<file path="src/rtl/ddr2pe_router.sv">
// DDR beat stream -> per-group ibuf/dbuf/pbuf write distributor (broadcast or round-robin).
// Optional DDR2PE_ROUTER_PERF_EN adds saturating stall_cnt/beat_cnt outputs.
module ddr2pe_router #(
  parameter int DDR_W     = 512,
  parameter int GRP_NUM   = 4,
  parameter int BUF_DEPTH = 256,
  parameter int CNT_W     = 16,
  localparam int AW       = (BUF_DEPTH > 1) ? $clog2(BUF_DEPTH) : 1
) (
  input  logic               clk,
  input  logic               rst,
  input  logic               start,
  input  logic [1:0]         conf_dst,
  input  logic [GRP_NUM-1:0] conf_grp_mask,
  input  logic               conf_rr,
  input  logic [AW-1:0]      conf_base_addr,
  input  logic [CNT_W-1:0]   conf_beats,
  output logic               busy,
  output logic               done,
  input  logic [DDR_W-1:0]   ddr_data,
  input  logic               ddr_valid,
  output logic               ddr_ready,
  output logic [DDR_W-1:0]   wr_data,
  output logic [AW-1:0]      wr_addr,
  output logic [GRP_NUM-1:0] ibuf_wr_en,
  output logic [GRP_NUM-1:0] dbuf_wr_en,
`ifdef DDR2PE_ROUTER_PERF_EN
  output logic [31:0]        stall_cnt,
  output logic [31:0]        beat_cnt,
`endif
  output logic [GRP_NUM-1:0] pbuf_wr_en
);

  typedef enum logic [1:0] {S_IDLE, S_RUN, S_DONE} state_t;

  state_t             state, state_n;
  logic [1:0]         dst_q;
  logic [GRP_NUM-1:0] mask_q;
  logic               rr_q;
  logic [CNT_W-1:0]   beats_left;
  logic [AW-1:0]      addr_q;
  logic [GRP_NUM-1:0] ptr_q;

  logic               vld_p0;
  logic               last_p0;
  logic               cmd_p0;
  logic [GRP_NUM-1:0] above_p0;
  logic [GRP_NUM-1:0] en_p0;
  logic               adv_p0;

  function automatic logic [GRP_NUM-1:0] lowest(input logic [GRP_NUM-1:0] m);
    return m & (~m + GRP_NUM'(1));
  endfunction

  function automatic logic [AW-1:0] addr_inc(input logic [AW-1:0] a);
    return (a == AW'(BUF_DEPTH - 1)) ? '0 : a + AW'(1);
  endfunction

  function automatic logic [31:0] sat_inc(input logic [31:0] v);
    return (v == '1) ? v : v + 32'd1;
  endfunction

  assign busy      = (state != S_IDLE);
  assign ddr_ready = (state == S_RUN);
  assign done      = (state == S_DONE);

  assign cmd_p0  = (state == S_IDLE) && start;
  assign vld_p0  = (state == S_RUN) && ddr_valid;
  assign last_p0 = vld_p0 && (beats_left == CNT_W'(1));

  // Groups above the current round-robin pointer; none left means wrap to lowest and bump addr.
  assign above_p0 = mask_q & ~(ptr_q | (ptr_q - GRP_NUM'(1)));
  assign en_p0    = rr_q ? ptr_q : mask_q;
  assign adv_p0   = !rr_q || (above_p0 == '0);

  always_comb begin
    state_n = state;
    case (state)
      S_IDLE: if (start) state_n = (conf_beats != '0) ? S_RUN : S_DONE;
      S_RUN:  if (last_p0) state_n = S_DONE;
      S_DONE: state_n = S_IDLE;
      default: state_n = S_IDLE;
    endcase
  end

  always_ff @(posedge clk or negedge rst) begin
    if (!rst) begin
      state      <= S_IDLE;
      dst_q      <= '0;
      mask_q     <= '0;
      rr_q       <= 1'b0;
      beats_left <= '0;
      addr_q     <= '0;
      ptr_q      <= '0;
    end else begin
      state <= state_n;
      if (cmd_p0) begin
        dst_q      <= conf_dst;
        mask_q     <= conf_grp_mask;
        rr_q       <= conf_rr;
        beats_left <= conf_beats;
        addr_q     <= conf_base_addr;
        ptr_q      <= lowest(conf_grp_mask);
      end else if (vld_p0) begin
        beats_left <= beats_left - CNT_W'(1);
        if (adv_p0) addr_q <= addr_inc(addr_q);
        if (rr_q) ptr_q <= (above_p0 != '0) ? lowest(above_p0) : lowest(mask_q);
      end
    end
  end

  // p0 -> p1: registered buffer write port, enables are single-cycle pulses
  always_ff @(posedge clk or negedge rst) begin
    if (!rst) begin
      wr_data    <= '0;
      wr_addr    <= '0;
      ibuf_wr_en <= '0;
      dbuf_wr_en <= '0;
      pbuf_wr_en <= '0;
    end else begin
      ibuf_wr_en <= '0;
      dbuf_wr_en <= '0;
      pbuf_wr_en <= '0;
      if (vld_p0) begin
        wr_data <= ddr_data;
        wr_addr <= addr_q;
        case (dst_q)
          2'd0:    ibuf_wr_en <= en_p0;
          2'd1:    dbuf_wr_en <= en_p0;
          2'd2:    pbuf_wr_en <= en_p0;
          default: ;
        endcase
      end
    end
  end

`ifdef DDR2PE_ROUTER_PERF_EN
  always_ff @(posedge clk or negedge rst) begin
    if (!rst) begin
      stall_cnt <= '0;
      beat_cnt  <= '0;
    end else if (cmd_p0) begin
      stall_cnt <= '0;
      beat_cnt  <= '0;
    end else begin
      if ((state == S_RUN) && !ddr_valid) stall_cnt <= sat_inc(stall_cnt);
      if (vld_p0) beat_cnt <= sat_inc(beat_cnt);
    end
  end
`endif

endmodule

</file>
<file path="config.mk">
export PLATFORM = sky130hd
export DESIGN_NAME = ddr2pe_router
export DESIGN_NICKNAME = d
export VERILOG_FILES = /design/src/rtl/ddr2pe_router.sv
export SDC_FILE = /design/constraint.sdc
export NUM_CORES = 1
export LEC_CHECK = 0
export BUFFER_PORTS_ARGS = -buffer_cell sky130_fd_sc_hd__buf_2
export CAP_MARGIN = 0
export CORE_AREA = 4 4 418 420
export CTS_CLUSTER_DIAMETER = 60
export DETAILED_ROUTE_END_ITERATION = 8
export DIE_AREA = 0 0 422 424
export PLACE_DENSITY = 0.32
export SLEW_MARGIN = 20
export SYNTH_ARGS = -nofsm -noshare
export SYNTH_HDL_FRONTEND = slang
export SYNTH_SLANG_ARGS = --single-unit
</file>
<file path="constraint.sdc">
create_clock -name clk -period 5.6 [get_ports clk]
set_input_delay 1.12 -clock clk [delete_from_list [all_inputs] [get_ports clk]]
set_output_delay 1.12 -clock clk [all_outputs]
set_load 0.02 [all_outputs]
</file>
==> results_dict.tcl <==
set metrics [dict create \
    slowest_stage "dfrtp_1" \
    wl_met3_um 10990 \
    cts_sinks 569 \
    num_rows 152 \
    tns_ns 0 \
    combPwrFrac_pct 35.2 \
    crit_chain "or2_2, buf_2" \
    met2_length_um 57620 \
    syn_nets 3014 \
    routed_via_density 3.498 \
    p_int_mw 11.10 \
    path_delay_family "flip-flops" \
    arrival_ns 1.72 \
    nNetsFinal 4089 \
    wl_um 117000 \
    die_x_um 422 \
    num-fill-cells 19410 \
    slew_headroom_pct 46.38 \
    p_seq_share_pct 33.7 \
    path_clk_slew_ns 0.05 \
    cp_max_fo 7 \
    clk_latency_ns 0.72 \
    setup_viol 0 \
    switching_share_pct 41.32 \
    ioPinCount 1082 \
    wire_per_inst_um 19.97 \
    portBuffers 1081 \
    status "complete, no violations" \
    core_area_um2 171000 \
    syn_area_um2 21790 \
    synth_edf_count 0 \
    hpwl_um 89990 \
    cts_hold_buf 0 \
    final_cell_area_um2 33050 \
    multi_input_area_um2 7061 \
    track_usage_pct 12.73 \
    holdWs_ns 0.4210 \
    drive_above_1_share_pct 35.20 \
    path_buf_inv 1 \
    synth_top_area_cell "dfrtp_1" \
    maxCapViolations 0 \
    synth_ff_type "dfrtp_1" \
    max_freq_ghz 0.3527 \
    clockPowerShare_pct 31.0 \
    regArea_um2 14240 \
    ant_nets 0 \
    dr.pass1.iters 5 \
    drt-met1-wl_um 44450 \
    top_layer "met5" \
    area_delta_synth_final_pct 51.63 \
    slew_viol_final 0 \
    die_y_um 424 \
    ir_drop_mv 0.2100 \
    worst_pin_slew_ns 0.8044 \
    cts_made_buffers 89 \
    worstSetupPathType "reg2out" \
    slowest_delay_ns 0.44 \
    async_reset_ff_share_pct 100.0 \
    p_total_mw 18.92 \
    yosysUniqueCellTypes 51 \
    critPathLaunchType "register" \
    fin_skew_ns 0.03572 \
    cts_root_buf "clkbuf_16" \
    end_kind "primary output" \
    crit_required_ns 4.48 \
    htree_levels 3 \
    switchingPower_mw 7.817 \
    synth_area_leaders "dfrtp_1 (65%), nand2_1 (28%), clkbuf_1 (2.1%), nor2_1 (0.45%), o21ai_0 (0.30%)" \
    grt_max_degree 139 \
    syn_inst 2464 \
    p_leak_nw 18.08 \
    avgSynthCellArea_um2 8.845 \
    place_congestion 0.8852 \
    hold_class "in2async" \
    finalHoldViolCount 0 \
    powerDensity_nw_per_um2 572.5 \
    cts_tree "built" \
    yosysTopAreaCellShare_pct 65.33 \
    vias 20490 \
    overflow 0 \
    drt_first_iter_violations 907 \
    ys_seq_area_share_pct 65.33 \
    ys_seq_elements 569 \
    post_cts_buffers 0 \
    grt_setup_unrepaired "false" \
    post_dp_cell_area_um2 29920 \
    grt_pass1_vias 21450 \
    clock_path_buffers 3 \
    route.detailed.drc 0 \
    start_util_pct 12.75 \
    post-route-period-util_pct 50.63 \
    yosysWarnings 0 \
    yosys-top-cells-count "nand2_1 (1603), dfrtp_1 (569), clkbuf_1 (122)" \
    period_minus_slack_ns 2.835 \
    dieArea_um2 178900 \
    yosysMostFrequentCell "nand2_1" \
    grt_pass1_wl_um 164800 \
    antenna_found_initial 55 \
    ctsResizeCount 0 \
]
stage by stage:
| step | setup slack, ns | cells | utilization (%) |
|---|---|---|---|
| after floorplan | 3.121 | 2464 | - |
| after global placement | 2.210 | 5681 | 17.50 |
| final | 2.765 | 5857 | 19.33 |
| after global routing | 2.629 | 5854 | 19.32 |
| after detailed placement | 2.138 | 5681 | 17.50 |
| after CTS | 2.607 | 5844 | 19.31 |
routing by layer:
metal | track usage (%) | vias to the layer above
met5 | 0 | -
met3 | 5.578 | 237
met1 | 14.09 | 9788
met4 | 4.993 | 12
met2 | 21.46 | 688
li1 | - | 9762
flip-flops by register name, summed over array words and instances (netlist names), 2 cells and up:
register    flops
ibuf_wr_en      4
state           2
beats_left     16
pbuf_wr_en      4
wr_addr         8
wr_data       512
mask_q          4
addr_q          8
ptr_q           4
dst_q           2
dbuf_wr_en      4
final cells by class:
cell class,instances,area share [%]
antenna,13,0.09844
clock buffer,122,7.697
clock inverter,41,1.662
inverter,7,0.07951
multi-input combinational,1760,21.36
sequential,569,43.09
tap,2233,8.454
timing repair buffer,1112,17.56
power groups by stage:
stage / Combinational (mW) / Sequential, mW / Clock (mW)
CTS: 6.90 / 6.40 / 6.13
detailed placement: 6.89 / 6.43 / 0
global route: 7.37 / 6.59 / 6.28
global placement: 6.91 / 6.42 / 0
floorplan: 2.11 / 7.99 / 0
finish: 6.67 / 6.38 / 5.87
cell families (layout without fill, tap and decap cells):
logic type,count (synthesis),after routing,synth area share (%)
xor gates and xnor gates,1,1,0.04019
adders and majority gates,3,3,0.1722
muxes,6,6,0.2813
other,0,13,0
and+or+nand+nor,1692,1692,29.94
buffers and inverters,135,1282,2.325
DFF,569,569,65.33
AOI/OAI and AO/OA,58,58,1.906
cells in the final DEF, fill, tap and decap left out, types with 8 or more instances in the layout:
cell	count
buf_2	1080
inv_6	8
nor2_1	25
diode_2	13
clkbuf_8	15
nor3_1	8
clkbuf_1	16
dfrtp_1	569
o21ai_0	13
nand3_1	12
bufinv_16	9
clkinv_2	9
buf_12	12
clkbuf_16	91
clkinvlp_4	8
buf_4	19
nand2_1	1603
path summary, 6_finish.rpt:
path,startpoint,endpoint,slack (ns),depth (start not counted)
hold reg to reg,wr_data[269],wr_data[269],0.46,2
setup / recovery,state[0],busy,2.76,2
hold / removal,rst,wr_data[142],0.42,1
min in group clk,wr_data[269],wr_data[269],0.46,2
max in group asynchronous,rst,wr_data[318],4.03,2
setup reg to reg,state[1],addr_q[3],2.88,4
(Power assumes the default switching activity.)
